## src/rtl/button_sequence_capture_pkg.sv

```systemverilog
// Shared constants, state encoding and small encode helpers for the
// player-input capture stage.
package button_sequence_capture_pkg;

  localparam int SLOT_W    = 3;
  localparam int MAX_SLOTS = 16;

  localparam logic [2:0] LV_EASY = 3'b001;
  localparam logic [2:0] LV_MID  = 3'b010;
  localparam logic [2:0] LV_HARD = 3'b100;

  localparam logic [4:0] SLOTS_EASY = 5'd8;
  localparam logic [4:0] SLOTS_MID  = 5'd12;
  localparam logic [4:0] SLOTS_HARD = 5'd16;

  typedef enum logic [1:0] {
    IDLE    = 2'd0,
    ARM     = 2'd1,
    CAPTURE = 2'd2,
    DONE    = 2'd3
  } state_t;

  // A malformed level yields a zero target, which the FSM treats as an
  // immediate, empty round.
  function automatic logic [4:0] levelTarget(input logic [2:0] lvl);
    logic [4:0] tgt;
    tgt = 5'd0;
    case (lvl)
      LV_EASY: tgt = SLOTS_EASY;
      LV_MID:  tgt = SLOTS_MID;
      LV_HARD: tgt = SLOTS_HARD;
      default: tgt = 5'd0;
    endcase
    return tgt;
  endfunction

  function automatic logic isOneHot(input logic [7:0] vec);
    return (vec != 8'd0) && ((vec & (vec - 8'd1)) == 8'd0);
  endfunction

  function automatic logic [SLOT_W-1:0] buttonCode(input logic [7:0] vec);
    logic [SLOT_W-1:0] code;
    code = '0;
    for (int i = 0; i < 8; i++) begin
      if (vec[i]) code = SLOT_W'(i);
    end
    return code;
  endfunction

endpackage

```

## src/rtl/button_sequence_capture_if.sv

```systemverilog
// Round-control and result signals between the display/compare logic and
// the capture stage.
interface button_sequence_capture_if;
  import button_sequence_capture_pkg::*;

  logic                        enable;
  logic [2:0]                  level;
  logic [7:0]                  botton;
  logic [SLOT_W*MAX_SLOTS-1:0] trimmed_inp;
  logic [4:0]                  captured_count;
  logic                        end_signal;
  logic                        timed_out;

  modport master (
    output enable, level, botton,
    input  trimmed_inp, captured_count, end_signal, timed_out
  );

  modport slave (
    input  enable, level, botton,
    output trimmed_inp, captured_count, end_signal, timed_out
  );

endinterface

```

## src/rtl/button_sequence_capture_debouncer.sv

```systemverilog
// Synchronizes and debounces the 8 play buttons and emits a one-cycle
// pulse with the button code for each clean single-button press.
module button_debouncer
  import button_sequence_capture_pkg::*;
#(
  parameter int DEBOUNCE_CYCLES = 20
) (
  input  logic              clk_1,
  input  logic              rst,
  input  logic [7:0]        i_botton,
  output logic [7:0]        o_debounced,
  output logic              o_press_valid,
  output logic [SLOT_W-1:0] o_press_code
);

  localparam int                CNT_W   = $clog2(DEBOUNCE_CYCLES + 1);
  localparam logic [CNT_W-1:0]  CNT_MAX = CNT_W'(DEBOUNCE_CYCLES - 1);

  logic [7:0]        r_sync1;
  logic [7:0]        r_sync2;
  logic [7:0]        r_cand;
  logic [7:0]        r_deb;
  logic [CNT_W-1:0]  r_cnt;
  logic              r_press_valid;
  logic [SLOT_W-1:0] r_press_code;

  // r_cnt holds how many consecutive cycles r_cand has already been seen, so
  // the update fires on the DEBOUNCE_CYCLES-th identical observation.
  always_ff @(posedge clk_1 or negedge rst) begin
    if (!rst) begin
      r_sync1       <= '0;
      r_sync2       <= '0;
      r_cand        <= '0;
      r_deb         <= '0;
      r_cnt         <= '0;
      r_press_valid <= 1'b0;
      r_press_code  <= '0;
    end else begin
      r_sync1       <= i_botton;
      r_sync2       <= r_sync1;
      r_press_valid <= 1'b0;
      if (r_sync2 != r_cand) begin
        r_cand <= r_sync2;
        r_cnt  <= CNT_W'(1);
      end else begin
        if (r_cnt < CNT_MAX) r_cnt <= r_cnt + 1'b1;
        if ((r_cnt >= CNT_MAX) && (r_cand != r_deb)) begin
          r_deb <= r_cand;
          if ((r_deb == 8'd0) && isOneHot(r_cand)) begin
            r_press_valid <= 1'b1;
            r_press_code  <= buttonCode(r_cand);
          end
        end
      end
    end
  end

  assign o_debounced   = r_deb;
  assign o_press_valid = r_press_valid;
  assign o_press_code  = r_press_code;

endmodule

```

## src/rtl/button_sequence_capture.sv

```systemverilog
// Captures the player's debounced button presses into up to 16 3-bit slots
// and signals when the level's count is reached or the player times out.
module button_sequence_capture
  import button_sequence_capture_pkg::*;
#(
  parameter int DEBOUNCE_CYCLES = 20,
  parameter int TIMEOUT_CYCLES  = 5000
) (
  input logic                 clk_1,
  input logic                 rst,
  button_sequence_capture_if.slave bus
);

  localparam int               TMO_W    = $clog2(TIMEOUT_CYCLES);
  localparam logic [TMO_W-1:0] TMO_LAST = TMO_W'(TIMEOUT_CYCLES - 1);

  state_t            r_state;
  state_t            w_next_state;
  logic [4:0]        r_target;
  logic [4:0]        r_count;
  logic [TMO_W-1:0]  r_tmo;
  logic              r_timed_out;
  logic              r_end;
  logic [SLOT_W-1:0] r_slots [MAX_SLOTS];

  logic [7:0]        w_deb;
  logic              w_press_valid;
  logic [SLOT_W-1:0] w_press_code;

  logic              w_start_round;
  logic              w_store;
  logic              w_timeout_hit;
  logic              w_tmo_run;

  button_debouncer #(
    .DEBOUNCE_CYCLES(DEBOUNCE_CYCLES)
  ) u_debouncer (
    .clk_1        (clk_1),
    .rst          (rst),
    .i_botton     (bus.botton),
    .o_debounced  (w_deb),
    .o_press_valid(w_press_valid),
    .o_press_code (w_press_code)
  );

  always_ff @(posedge clk_1 or negedge rst) begin
    if (!rst) r_state <= IDLE;
    else      r_state <= w_next_state;
  end

  // Dropping enable always wins; in CAPTURE a press beats a coinciding expiry.
  always_comb begin
    w_next_state = r_state;
    case (r_state)
      IDLE: begin
        if (bus.enable) begin
          if (levelTarget(bus.level) == 5'd0) w_next_state = DONE;
          else                                w_next_state = ARM;
        end
      end
      ARM: begin
        if (!bus.enable)         w_next_state = IDLE;
        else if (w_deb == 8'd0)  w_next_state = CAPTURE;
      end
      CAPTURE: begin
        if (!bus.enable) begin
          w_next_state = IDLE;
        end else if (w_press_valid) begin
          if ((r_count + 5'd1) == r_target) w_next_state = DONE;
        end else if (r_tmo == TMO_LAST) begin
          w_next_state = DONE;
        end
      end
      DONE: begin
        if (!bus.enable) w_next_state = IDLE;
      end
      default: w_next_state = IDLE;
    endcase
  end

  always_comb begin
    w_start_round = 1'b0;
    w_store       = 1'b0;
    w_timeout_hit = 1'b0;
    w_tmo_run     = 1'b0;
    case (r_state)
      IDLE: w_start_round = bus.enable;
      ARM:  w_tmo_run     = bus.enable;
      CAPTURE: begin
        w_tmo_run     = bus.enable;
        w_store       = bus.enable && w_press_valid;
        w_timeout_hit = bus.enable && !w_press_valid && (r_tmo == TMO_LAST);
      end
      default: ;
    endcase
  end

  always_ff @(posedge clk_1 or negedge rst) begin
    if (!rst) begin
      r_target    <= '0;
      r_count     <= '0;
      r_tmo       <= '0;
      r_timed_out <= 1'b0;
      r_end       <= 1'b0;
      for (int k = 0; k < MAX_SLOTS; k++) r_slots[k] <= '0;
    end else begin
      r_end <= (r_state == DONE);
      if (w_start_round) begin
        r_target    <= levelTarget(bus.level);
        r_count     <= '0;
        r_tmo       <= '0;
        r_timed_out <= 1'b0;
        for (int k = 0; k < MAX_SLOTS; k++) r_slots[k] <= '0;
      end else begin
        if (w_store) begin
          r_slots[r_count[3:0]] <= w_press_code;
          r_count               <= r_count + 5'd1;
          r_tmo                 <= '0;
        end else if (w_tmo_run && (r_tmo != TMO_LAST)) begin
          r_tmo <= r_tmo + 1'b1;
        end
        if (w_timeout_hit) r_timed_out <= 1'b1;
      end
    end
  end

  for (genvar k = 0; k < MAX_SLOTS; k++) begin : g_pack
    assign bus.trimmed_inp[k*SLOT_W +: SLOT_W] = r_slots[k];
  end

  assign bus.captured_count = r_count;
  assign bus.end_signal     = r_end;
  assign bus.timed_out      = r_timed_out;

endmodule

```

## src/flat_wrapper.sv

```systemverilog
// flat-port wrapper written by rule: the top's interface ports become plain ports
module button_sequence_capture_flat import button_sequence_capture_pkg::*;
#(
  parameter int DEBOUNCE_CYCLES = 20,
  parameter int TIMEOUT_CYCLES  = 5000
)
  (clk_1, rst, bus_enable, bus_level, bus_botton, bus_trimmed_inp, bus_captured_count, bus_end_signal, bus_timed_out);
  button_sequence_capture_if bus_i ();
  input logic clk_1;
  input logic rst;
  input wire logic [$bits(bus_i.enable)-1:0] bus_enable;
  input wire logic [$bits(bus_i.level)-1:0] bus_level;
  input wire logic [$bits(bus_i.botton)-1:0] bus_botton;
  output wire logic [$bits(bus_i.trimmed_inp)-1:0] bus_trimmed_inp;
  output wire logic [$bits(bus_i.captured_count)-1:0] bus_captured_count;
  output wire logic [$bits(bus_i.end_signal)-1:0] bus_end_signal;
  output wire logic [$bits(bus_i.timed_out)-1:0] bus_timed_out;
  assign bus_i.enable = bus_enable;
  assign bus_i.level = bus_level;
  assign bus_i.botton = bus_botton;
  assign bus_trimmed_inp = bus_i.trimmed_inp;
  assign bus_captured_count = bus_i.captured_count;
  assign bus_end_signal = bus_i.end_signal;
  assign bus_timed_out = bus_i.timed_out;
  button_sequence_capture #(.DEBOUNCE_CYCLES(DEBOUNCE_CYCLES), .TIMEOUT_CYCLES(TIMEOUT_CYCLES)) u_core (.clk_1(clk_1), .rst(rst), .bus(bus_i));
endmodule
```

## config.mk

```make
export PLATFORM = sky130hd
export DESIGN_NAME = button_sequence_capture_flat
export DESIGN_NICKNAME = d
export VERILOG_FILES = /design/src/rtl/button_sequence_capture_pkg.sv /design/src/rtl/button_sequence_capture_if.sv /design/src/rtl/button_sequence_capture_debouncer.sv /design/src/rtl/button_sequence_capture.sv /design/src/flat_wrapper.sv
export SDC_FILE = /design/constraint.sdc
export NUM_CORES = 1
export LEC_CHECK = 0
export CORE_MARGIN = 8
export CORE_UTILIZATION = 40
export CTS_CLUSTER_DIAMETER = 150
export DETAILED_ROUTE_END_ITERATION = 12
export GPL_ROUTABILITY_DRIVEN = 0
export SLEW_MARGIN = 20
export SYNTH_ARGS = -nofsm -noshare
export SYNTH_HDL_FRONTEND = slang
export SYNTH_SLANG_ARGS = --single-unit
```

## constraint.sdc

```tcl
create_clock -name clk_1 -period 2.5 [get_ports clk_1]
set_input_delay 0.5 -clock clk_1 [delete_from_list [all_inputs] [get_ports clk_1]]
set_output_delay 0.5 -clock clk_1 [all_outputs]
set_load 0.03 [all_outputs]
```

== After elaboration in Yosys (flattened, before gate mapping) ==
Index checks and enable logic that the tools add are counted.
Word-level totals
  register bits: 116
  bits in latches: 0
  memory bits (writable): 0
  bits in read-only memories: 0
  input bits: 14
  output and inout bits: 55
  logic and storage cells: 119
  memories kept: 0
Cells by class
  add/sub/neg operators: 4
  multipliers: 0
  div/mod/pow operators: 0
  order comparisons: 4
  eq/ne operators: 16
  shift-type cells: 0
  muxes and demuxes: 41
  bitwise gates (word level): 3
  reduce and logical (&&, ||, !) cells: 22
Operators with widths (count)
  48-bit two-way mux: 2
  48-bit bitwise mux: 1
  13-bit two-way mux: 3
  5-bit two-way mux: 6
  3-bit two-way mux: 7
  2-bit two-way mux: 9
  8-bit zero test: 2
  8-bit inequality test: 2
  5-bit case mux with 3 select lines: 1
  13-bit by 1-bit adder with 13-bit output (second input constant): 1
  13-bit equality test (second input constant): 1
  13-bit inequality test (second input constant): 1
  3-bit demux with 4-bit select: 1
  5-bit by 1-bit adder with 5-bit output (second input constant): 2
  5-bit >= comparator (second input constant): 2
  1-bit two-way mux: 10
  8-bit AND: 1
  1-bit logical AND: 8
  4-bit by 3-bit inequality test with 1-bit output (second input constant): 2
  2-bit case mux with 4 select lines: 1
  8-bit nonzero test: 1
  8-bit by 1-bit subtractor with 8-bit output (second input constant): 1
  2-bit nonzero test: 3
  5-bit equality test: 1
  other kinds (19): 21

== Longest topological paths before layout ==
Gate-level depths: netlist (run 1).
  word-level depth: 8
  gate-level depth with buffers: 9

== Hierarchy ==
Synthesis (run 1) repeated with hierarchy kept, for this count alone.
Unflattened totals
  cells, all modules: 511
  area total of the unflattened synthesis: 5183.7 µm²
Modules (own cells, without submodules)
  button_sequence_capture: instances 1, cells an instance 376, area an instance 3494.6 µm², sequential area each 1826.8 µm²
  button_debouncer: instances 1, cells an instance 135, area an instance 1689.1 µm², sequential area each 1026.0 µm²

== Least setup slack after synthesis (run 1) ==
OpenSTA, ideal clock, no wires.
  path type: reg-to-reg
  start: register u_core.r_count[0] (netlist: u_core.bus.captured_count[0])
  end: register u_core.r_state[1]
  arrival time: 1.804 ns
  slack: 0.616 ns
  stages on the path, launching flop included: 7
  buffers on the path: 0
  path through: dfrtp_1 -> ha_1 -> nand3_1 -> xnor2_1 -> nand3_1 -> o31ai_1 -> mux2i_1
Between the ends
  longest elaborated chain between the ends: 4
RTL lines
  start, declared: line button_sequence_capture.sv:20  | logic [4:0] r_count;
  start signal, assigned: line button_sequence_capture.sv:117  | r_count <= r_count + 5'd1;
  5-bit by 1-bit adder with 5-bit output: line button_sequence_capture.sv:69  | if ((r_count + 5'd1) == r_target) w_next_state = DONE;
  5-bit equality test: line button_sequence_capture.sv:69
  4-bit by 3-bit inequality test with 1-bit output (no line)
  5-bit AND reduction (no line)
  end signal, assigned: line button_sequence_capture.sv:48  | else r_state <= w_next_state;
  end, declared: line button_sequence_capture.sv:17  | state_t r_state;
Every way passes these cells.
A chain may end at the register's enable or synchronous reset.

== Worst setup path after layout (run 1) ==
  start: register u_core.r_count[3] (netlist: u_core.bus.captured_count[3])
  end: output port bus_captured_count[3]
RTL lines
  end, declared: line flat_wrapper.sv:15  | output wire logic [$bits(bus_i.captured_count)-1:0] bus_captured_count;
No word-level cell between the ends.

==> flow_metrics.env, run 1 <==
export IMPL_placed_area_um2=6080
export IMPL_routed_via_density=5.02
export IMPL_antenna_found_initial=0
export IMPL_initial_core_util=0.403
export IMPL_h_tree_depth=4
export IMPL_wirelength_um=11600
export IMPL_final_area_um2=6660
export IMPL_grt_total_usage=0.147
export IMPL_power_density_nw_per_um2=746
export IMPL_min_period_ps=2180
export IMPL_cts_inserted_buffers=17
export IMPL_hold_viol_final=0
export IMPL_min_path_type="in -> async"
export IMPL_utilization=0.509
export IMPL_arrival_ps=1680
export IMPL_irDropWorstVdd_mv=0.535
export IMPL_layout_nets=596
export IMPL_die_h_um=131
export IMPL_seq_power_share=0.404
export IMPL_drive_above_1_share=0.102
export IMPL_max_slew_margin=0.534
export IMPL_synth_cell_types=50
export IMPL_clk_path_buf_depth=2
export IMPL_p_leak_uw=0.00298
export IMPL_crit_buf_inv=1
export IMPL_max_cap_violations=0
export IMPL_yosys_warnings=0
export IMPL_run_status="finished, final reports clean"
export IMPL_worstSkewPairLatency_ps=410
export IMPL_synth_top_area_share=0.541
export IMPL_hold_slack_ps=38.4
export IMPL_period_share=0.871
export IMPL_path_cells="clkdlybuf4s50_1"
export IMPL_reg2reg_depth=7
export IMPL_synth_area_leaders="dfrtp_1 (54%), o21ai_0 (4.7%), nand2_1 (4.3%)"
export IMPL_dpl_hpwl_um=8360
export IMPL_die_x_um=131
export IMPL_finalSetupTns_ps=0
export IMPL_r2r_start="u_core.r_state[0]"
export IMPL_p_switching_uw=1210
export IMPL_area_growth_pct=26.2
export IMPL_grt_pass1_wl_um=19200
export IMPL_cpMaxStageDelayCell="clkdlybuf4s50_1"
export IMPL_ant_nets=0
export IMPL_drc_errors=0
export IMPL_critPathRequiredTime_ps=2000
export IMPL_num_rows=42
export IMPL_port_buffer_count=68
export IMPL_seq_area_frac_synth=0.541
export IMPL_cp_end_kind="output port"
export IMPL_synth_seq_cells=114
export IMPL_fmax_ghz=0.459
export IMPL_sw_frac_of_total=0.244
export IMPL_ys_flop_type="dfrtp_1"
export IMPL_yosysTopAreaCell="dfrtp_1"
export IMPL_first_iter_violations=244
export IMPL_grt_pass1_vias=3794
export IMPL_vias=3802
export IMPL_die_area_um2=17100
export IMPL_coreArea_um2=13100
export IMPL_cp_top_family="buffers and inverters"
export IMPL_rrSetupSlack_ps=520
export IMPL_syn_cell_area_um2=5270
export IMPL_finClkSkew_ps=6.29
export IMPL_drt_first_pass_iters=4
export IMPL_start_kind="flop"
export IMPL_cp_depth=1
export IMPL_cp_max_fo=9
export IMPL_tightest_slew_ps=698
export IMPL_holdBufCountCts=0
export IMPL_startpoint="u_core.bus.captured_count[3]"
export IMPL_rsz0062_at_grt="no"
export IMPL_wl_per_cell_um=15.4
export IMPL_grt_remaining_overflow=0
export IMPL_synth_edf_count=0
export IMPL_synthArstFlopShare=1.00
export IMPL_cts_resized=0
export IMPL_cts_tree="yes"
export IMPL_pin_count=69
export IMPL_syn_inst=513
export IMPL_cp_slowest_stage_delay_ps=740
export IMPL_synth_most_common_cell="dfrtp_1"
export IMPL_setup_slack_ps=323
export IMPL_setup_viol=0
export IMPL_synth_common_cells="dfrtp_1 (114), nand2_1 (61), nor2_1 (52)"
export IMPL_avgSynthCellArea_um2=10.3
export IMPL_intPower_uw=3760
export IMPL_maxSlewViolCount=0
export IMPL_clock_sinks=114
export IMPL_pwr_share_clk=0.473
export IMPL_r2r_end="u_core.bus.trimmed_inp[27]"
export IMPL_path_clk_slew_ps=50
export IMPL_root_buffer="clkbuf_16"
export IMPL_combPwrFrac=0.123
export IMPL_diodes=0
export IMPL_grt_max_degree=47
export IMPL_path_class="reg -> out"
export IMPL_dp_slack_ps=272
export IMPL_cts_setup_buffers=0
export IMPL_synth_nets=539
flip-flops by register name, indices dropped and copies added (netlist names), 3 cells and up:
signal	count
u_core.u_debouncer.o_debounced	8
u_core.u_debouncer.r_sync2	8
u_core.bus.trimmed_inp	48
u_core.u_debouncer.r_cand	8
u_core.r_tmo	13
u_core.bus.captured_count	5
u_core.u_debouncer.r_sync1	8
u_core.u_debouncer.o_press_code	3
u_core.r_target	3
u_core.u_debouncer.r_cnt	5
how the worst max path moves through the flow:
stage | end | slack, ps
after floorplan | u_core.r_state[1] | 620
after global placement | u_core.r_state[1] | 270
after detailed placement | u_core.r_state[1] | 270
after CTS | bus_captured_count[3] | 310
after global routing | bus_captured_count[3] | 260
final | bus_captured_count[3] | 320
power groups by stage:
stage               logic [uW]  registers [uW]  clock network [uW]
floorplan                  441            2020                   0
global placement           607            2030                   0
CTS                        618            2010                2390
finish                     610            2010                2350
global route               699            2020                2490
detailed placement         620            2040                   0
through the flow:
| step | power, uW | cells |
|---|---|---|
| floorplan | 2460 | 513 |
| global placement | 2640 | 727 |
| detailed placement | 2660 | 727 |
| CTS | 5020 | 757 |
| global route | 5210 | 757 |
| finish | 4970 | 757 |
metal layers:
| layer | vias up | GRT usage | wire length, um |
|---|---|---|---|
| met5 | - | 0 | 0 |
| met1 | 1862 | 0.180 | 5160 |
| met2 | 79 | 0.236 | 5680 |
| met3 | 13 | 0.0459 | 623 |
| li1 | 1848 | - | - |
| met4 | 0 | 0.0621 | 176 |
area by class of cell:
type	count	area [um2]
clock buffer	25	505
timing repair buffer	77	758
clock inverter	5	75.1
sequential	114	2850
tap	176	220
multi-input combinational	352	2220
fill	1162	6430
inverter	8	30.0
cell usage in the layout, fill, tap and decap left out, types with 5 or more instances in the layout:
master	Yosys	final
o21ai_0	50	50
inv_1	8	8
dfrtp_1	114	114
clkbuf_8	0	5
mux2i_1	15	15
xnor2_1	14	14
xor2_1	24	24
nand2_1	61	61
nor2_1	52	52
buf_4	0	9
a21oi_1	40	40
mux2_2	6	6
clkdlybuf4s50_1	0	67
clkbuf_16	0	17
nand3_1	16	16
ha_1	12	12
kinds of logic after synthesis:
group,after synthesis,share of synthesized area
xor+xnor,39,0.0662
fa+ha+maj,12,0.0285
mux,26,0.0541
flops,114,0.541
simple gates,167,0.160
compound gates,108,0.111
buf+inv,47,0.0391
No activity file was read; power rests on OpenSTA's default activity.
==> run 2, diff against run 1 <==
Settings changed: RECOVER_POWER from default to 25, TNS_END_PERCENT from default to 50.
==> run 2 against run 1 <==
The run now ends with capacitance limit, slew limit left; clock skew about the same; critical path depth unchanged; combinational power decreased by 0.8%; critical endpoint unchanged; largest power group unchanged; critical path type unchanged; non-clock buffer count unchanged; sequential share of layout area about the same.
==> flow_metrics.env, run 2 (synthesis gave the netlist of run 1 again) <==
export IMPL_run_status="finished with violations"
export IMPL_violations="capacitance limit, slew limit"
export IMPL_cpMaxStageDelayCell="clkdlybuf4s50_1"
export IMPL_wl_per_cell_um=15.4
export IMPL_path_clk_slew_ps=50
export IMPL_drt_met1_wl_um=5190
export IMPL_ant_nets=0
export IMPL_min_period_ps=2180
export IMPL_power_density_nw_per_um2=746
export IMPL_cts_resized=0
export IMPL_cts_tree="yes"
export IMPL_dr_wl_met2_um=5680
export IMPL_largest_register_ffs=48
export IMPL_max_cap_violations=1
export IMPL_cp_end_kind="output port"
export IMPL_rsz0062_at_grt="no"
export IMPL_p_leak_uw=0.00298
export IMPL_max_slew_margin=-0.308
export IMPL_path_cells="clkdlybuf4s50_1"
export IMPL_cp_max_fo=9
export IMPL_routed_via_density=5.03
export IMPL_utilization=0.508
export IMPL_path_class="reg -> out"
export IMPL_vias=3810
export IMPL_die_h_um=131
export IMPL_antenna_found_initial=0
export IMPL_holdBufCountCts=0
export IMPL_grt_pass1_vias=3794
export IMPL_crit_buf_inv=1
export IMPL_finClkSkew_ps=5.97
export IMPL_first_iter_violations=240
export IMPL_port_buffer_count=68
export IMPL_dp_cells=727
export IMPL_mostFrequentLayoutCells="dfrtp_1 (114), nand2_1 (61), clkdlybuf4s50_1 (59)"
export IMPL_drive_above_1_share=0.0981
export IMPL_grt_remaining_overflow=0
export IMPL_clock_sinks=114
export IMPL_dp_slack_ps=272
export IMPL_cp_top_family="buffers and inverters"
export IMPL_dpl_hpwl_um=8360
export IMPL_layout_commonest_cell="dfrtp_1"
export IMPL_fmax_ghz=0.459
export IMPL_maxSlewViolCount=34
export IMPL_num_rows=42
export IMPL_initial_core_util=0.403
export IMPL_hold_viol_final=0
export IMPL_highest_layer="met4"
export IMPL_setup_viol=0
export IMPL_coreArea_um2=13100
export IMPL_setup_slack_ps=322
export IMPL_grt_pass1_wl_um=19200
export IMPL_area_growth_pct=26.1
export IMPL_stdcell_count=757
export IMPL_worstSkewPairLatency_ps=410
export IMPL_pin_count=69
export IMPL_cts_setup_buffers=0
export IMPL_clk_path_buf_depth=2
export IMPL_start_kind="flop"
export IMPL_cts_inserted_buffers=17
export IMPL_cp_slowest_stage_delay_ps=740
export IMPL_die_area_um2=17100
export IMPL_finalSetupTns_ps=0
export IMPL_min_path_type="reg -> reg"
export IMPL_arrival_ps=1680
export IMPL_irDropWorstVdd_mv=0.534
export IMPL_drc_errors=0
export IMPL_grt_max_degree=47
export IMPL_drt_first_pass_iters=4
export IMPL_grt_total_usage=0.147
export IMPL_p_total_uw=4960
export IMPL_die_x_um=131
export IMPL_h_tree_depth=4
export IMPL_diodes=0
export IMPL_layout_nets=596
export IMPL_met3_length_um=613
export IMPL_tightest_slew_ps=1960
export IMPL_critPathRequiredTime_ps=2000
export IMPL_period_share=0.871
export IMPL_wirelength_um=11600
export IMPL_root_buffer="clkbuf_16"
-- run 2: metal layers --
layer | track usage | up-vias
li1 | - | 1848
met1 | 0.180 | 1872
met2 | 0.236 | 79
met3 | 0.0459 | 11
met4 | 0.0621 | 0
met5 | 0 | -
-- run 2: worst paths after layout --
check / cells past startpoint / to / from / slack (ps)
worst max-delay path: 1 / bus_captured_count[3] / u_core.bus.captured_count[3] / 320
worst min-delay path: 0 / u_core.u_debouncer.r_sync2[0] / u_core.u_debouncer.r_sync1[0] / 340
worst max register to register: 7 / u_core.bus.trimmed_inp[17] / u_core.r_state[0] / 520
worst min register to register: 0 / u_core.u_debouncer.r_sync2[0] / u_core.u_debouncer.r_sync1[0] / 340
max in group asynchronous: 2 / u_core.bus.trimmed_inp[16] / rst / 580
min in group asynchronous: 1 / u_core.u_debouncer.r_sync1[2] / rst / 640
-- run 2: through the flow --
| step | instance area [um2] | hold slack (ps) |
|---|---|---|
| 5_1_grt | 6650 | 357 |
| 4_1_cts | 6660 | 47.8 |
| 3_3_place_gp | 6080 | 333 |
| 3_5_place_dp | 6080 | 335 |
| 6_report | 6650 | 345 |
| 2_1_floorplan | 5270 | 204 |
-- run 2: final cells by class --
cell class,instances,area (um2)
Fill cell,1162,6430
Sequential cell,114,2850
Multi-Input combinational cell,352,2220
Timing Repair Buffer,77,751
Clock buffer,25,505
Tap cell,176,220
Clock inverter,5,75.1
Inverter,8,30.0
-- run 2: power by group --
group	switching, uW	total, uW	internal (uW)
clock	769	2350	1580
sequential	74.5	2010	1930
combinational	364	605	240
==> run 3, diff against run 2 <==
Settings changed: HOLD_SLACK_MARGIN from default to 0.05, PLACE_DENSITY from default to 0.7.
==> run 3 against run 2 <==
The run now ends clean; combinational power is 0.8% higher; die area unchanged; sequential share of layout area is 0.26 points lower; setup slack got worse by 38 ps; clock skew up 1.7 ps; worst hold slack lost 110 ps; utilization is 0.31 points higher; maximum frequency is 1.7% lower; critical path depth unchanged; via count rose by 1.9%; sequential power barely moved; register-to-register slack got worse by 170 ps; largest power group unchanged.
==> flow_metrics.env, run 3 (synthesis gave the netlist of run 1 again) <==
export IMPL_run_status="finished, final reports clean"
export IMPL_clock_sinks=114
export IMPL_dpl_hpwl_um=7910
export IMPL_critPathRequiredTime_ps=2000
export IMPL_worstSkewPairLatency_ps=410
export IMPL_routed_via_density=5.14
export IMPL_cpMaxStageDelayCell="clkdlybuf4s50_1"
export IMPL_vias=3883
export IMPL_setup_viol=0
export IMPL_cp_max_fo=9
export IMPL_path_class="reg -> out"
export IMPL_fillCellCount=1114
export IMPL_grt_remaining_overflow=0
export IMPL_met3_length_um=755
export IMPL_cp_top_family="buffers and inverters"
export IMPL_grt_pass1_vias=3819
export IMPL_dp_cells=724
export IMPL_layout_commonest_cell="dfrtp_1"
export IMPL_start_kind="flop"
export IMPL_wl_per_cell_um=15.2
export IMPL_largest_register_ffs=48
export IMPL_fmax_ghz=0.451
export IMPL_grt_total_usage=0.142
export IMPL_diodes=0
export IMPL_p_leak_uw=0.00299
export IMPL_path_clk_slew_ps=60
export IMPL_cts_setup_buffers=0
export IMPL_grt_max_degree=56
export IMPL_max_cap_violations=0
export IMPL_cts_resized=0
export IMPL_die_x_um=131
export IMPL_grt_pass1_wl_um=18900
export IMPL_maxSlewViolCount=0
export IMPL_layout_nets=593
export IMPL_cts_tree="yes"
export IMPL_crit_buf_inv=1
export IMPL_tightest_slew_ps=1210
export IMPL_path_cells="clkdlybuf4s50_1"
export IMPL_min_path_type="in -> async"
export IMPL_clk_path_buf_depth=2
export IMPL_cts_inserted_buffers=17
export IMPL_port_buffer_count=68
export IMPL_cp_slowest_stage_delay_ps=750
export IMPL_area_growth_pct=26.9
export IMPL_holdBufCountCts=0
export IMPL_cp_end_kind="output port"
export IMPL_period_share=0.886
export IMPL_hold_viol_final=0
export IMPL_stdcell_count=756
export IMPL_highest_layer="met4"
export IMPL_h_tree_depth=4
export IMPL_die_h_um=131
export IMPL_finalSetupTns_ps=0
export IMPL_ant_nets=0
export IMPL_mostFrequentLayoutCells="dfrtp_1 (114), nand2_1 (61), clkdlybuf4s50_1 (59)"
export IMPL_coreArea_um2=13100
export IMPL_irDropWorstVdd_mv=0.402
export IMPL_finClkSkew_ps=7.68
export IMPL_first_iter_violations=322
export IMPL_wirelength_um=11500
export IMPL_root_buffer="clkbuf_16"
export IMPL_power_density_nw_per_um2=777
export IMPL_max_slew_margin=0.194
export IMPL_arrival_ps=1720
export IMPL_pin_count=69
export IMPL_drc_errors=0
export IMPL_drive_above_1_share=0.103
export IMPL_drt_first_pass_iters=5
export IMPL_die_area_um2=17100
export IMPL_num_rows=42
export IMPL_rsz0062_at_grt="no"
export IMPL_drt_met1_wl_um=4920
export IMPL_min_period_ps=2220
export IMPL_antenna_found_initial=0
export IMPL_initial_core_util=0.403
export IMPL_dr_wl_met2_um=5670
run 3: changes by cell type in the layout (fill, tap and decap cells not counted), sizes merged:
cell      previous run  this run
bufinv               2         4
inv                  8        11
clkbuf              27        19
buf                  8         6
clkinvlp             0         1
clkinv               3         6
run 3: path summary, 6_finish.rpt:
kind	from	to	slack, ps	cells past startpoint
worst max-delay path	u_core.bus.captured_count[3]	bus_captured_count[3]	280	1
worst max register to register	u_core.r_state[0]	u_core.bus.trimmed_inp[15]	350	7
worst min register to register	u_core.u_debouncer.r_sync1[1]	u_core.u_debouncer.r_sync2[1]	340	0
min in group clk_1	u_core.u_debouncer.r_sync1[1]	u_core.u_debouncer.r_sync2[1]	340	0
max in group asynchronous	rst	u_core.bus.captured_count[0]	510	2
worst min-delay path	rst	u_core.r_target[2]	240	1
run 3: area by class of cell:
| type | instances | area [um2] | area share |
|---|---|---|---|
| Clock buffer | 18 | 439 | 0.0656 |
| Clock inverter | 14 | 203 | 0.0303 |
| Sequential cell | 114 | 2850 | 0.426 |
| Inverter | 8 | 30.0 | 0.00449 |
| Tap cell | 176 | 220 | 0.0329 |
| Multi-Input combinational cell | 352 | 2210 | 0.331 |
| Timing Repair Buffer | 74 | 731 | 0.109 |
run 3: through the flow:
stage	setup slack [ps]	instance area (um2)	utilization	power [uW]	hold WS, ps
after CTS	276	6710	0.513	5260	70.6
after floorplan	616	5270	-	2460	204
after global placement	255	6070	0.464	2630	333
after detailed placement	204	6070	0.464	2650	335
after global routing	97.3	6690	0.511	5420	322
final	284	6690	0.511	5200	238
run 3: metal layers:
| metal | GRT usage | up-vias |
|---|---|---|
| met5 | 0 | - |
| met4 | 0.0601 | 0 |
| met3 | 0.0398 | 15 |
| met2 | 0.236 | 123 |
| met1 | 0.170 | 1899 |
| li1 | - | 1846 |
run 3: where the power goes:
part,switching [uW],internal (uW)
sequential,74.4,1930
combinational,366,244
clock,878,1710
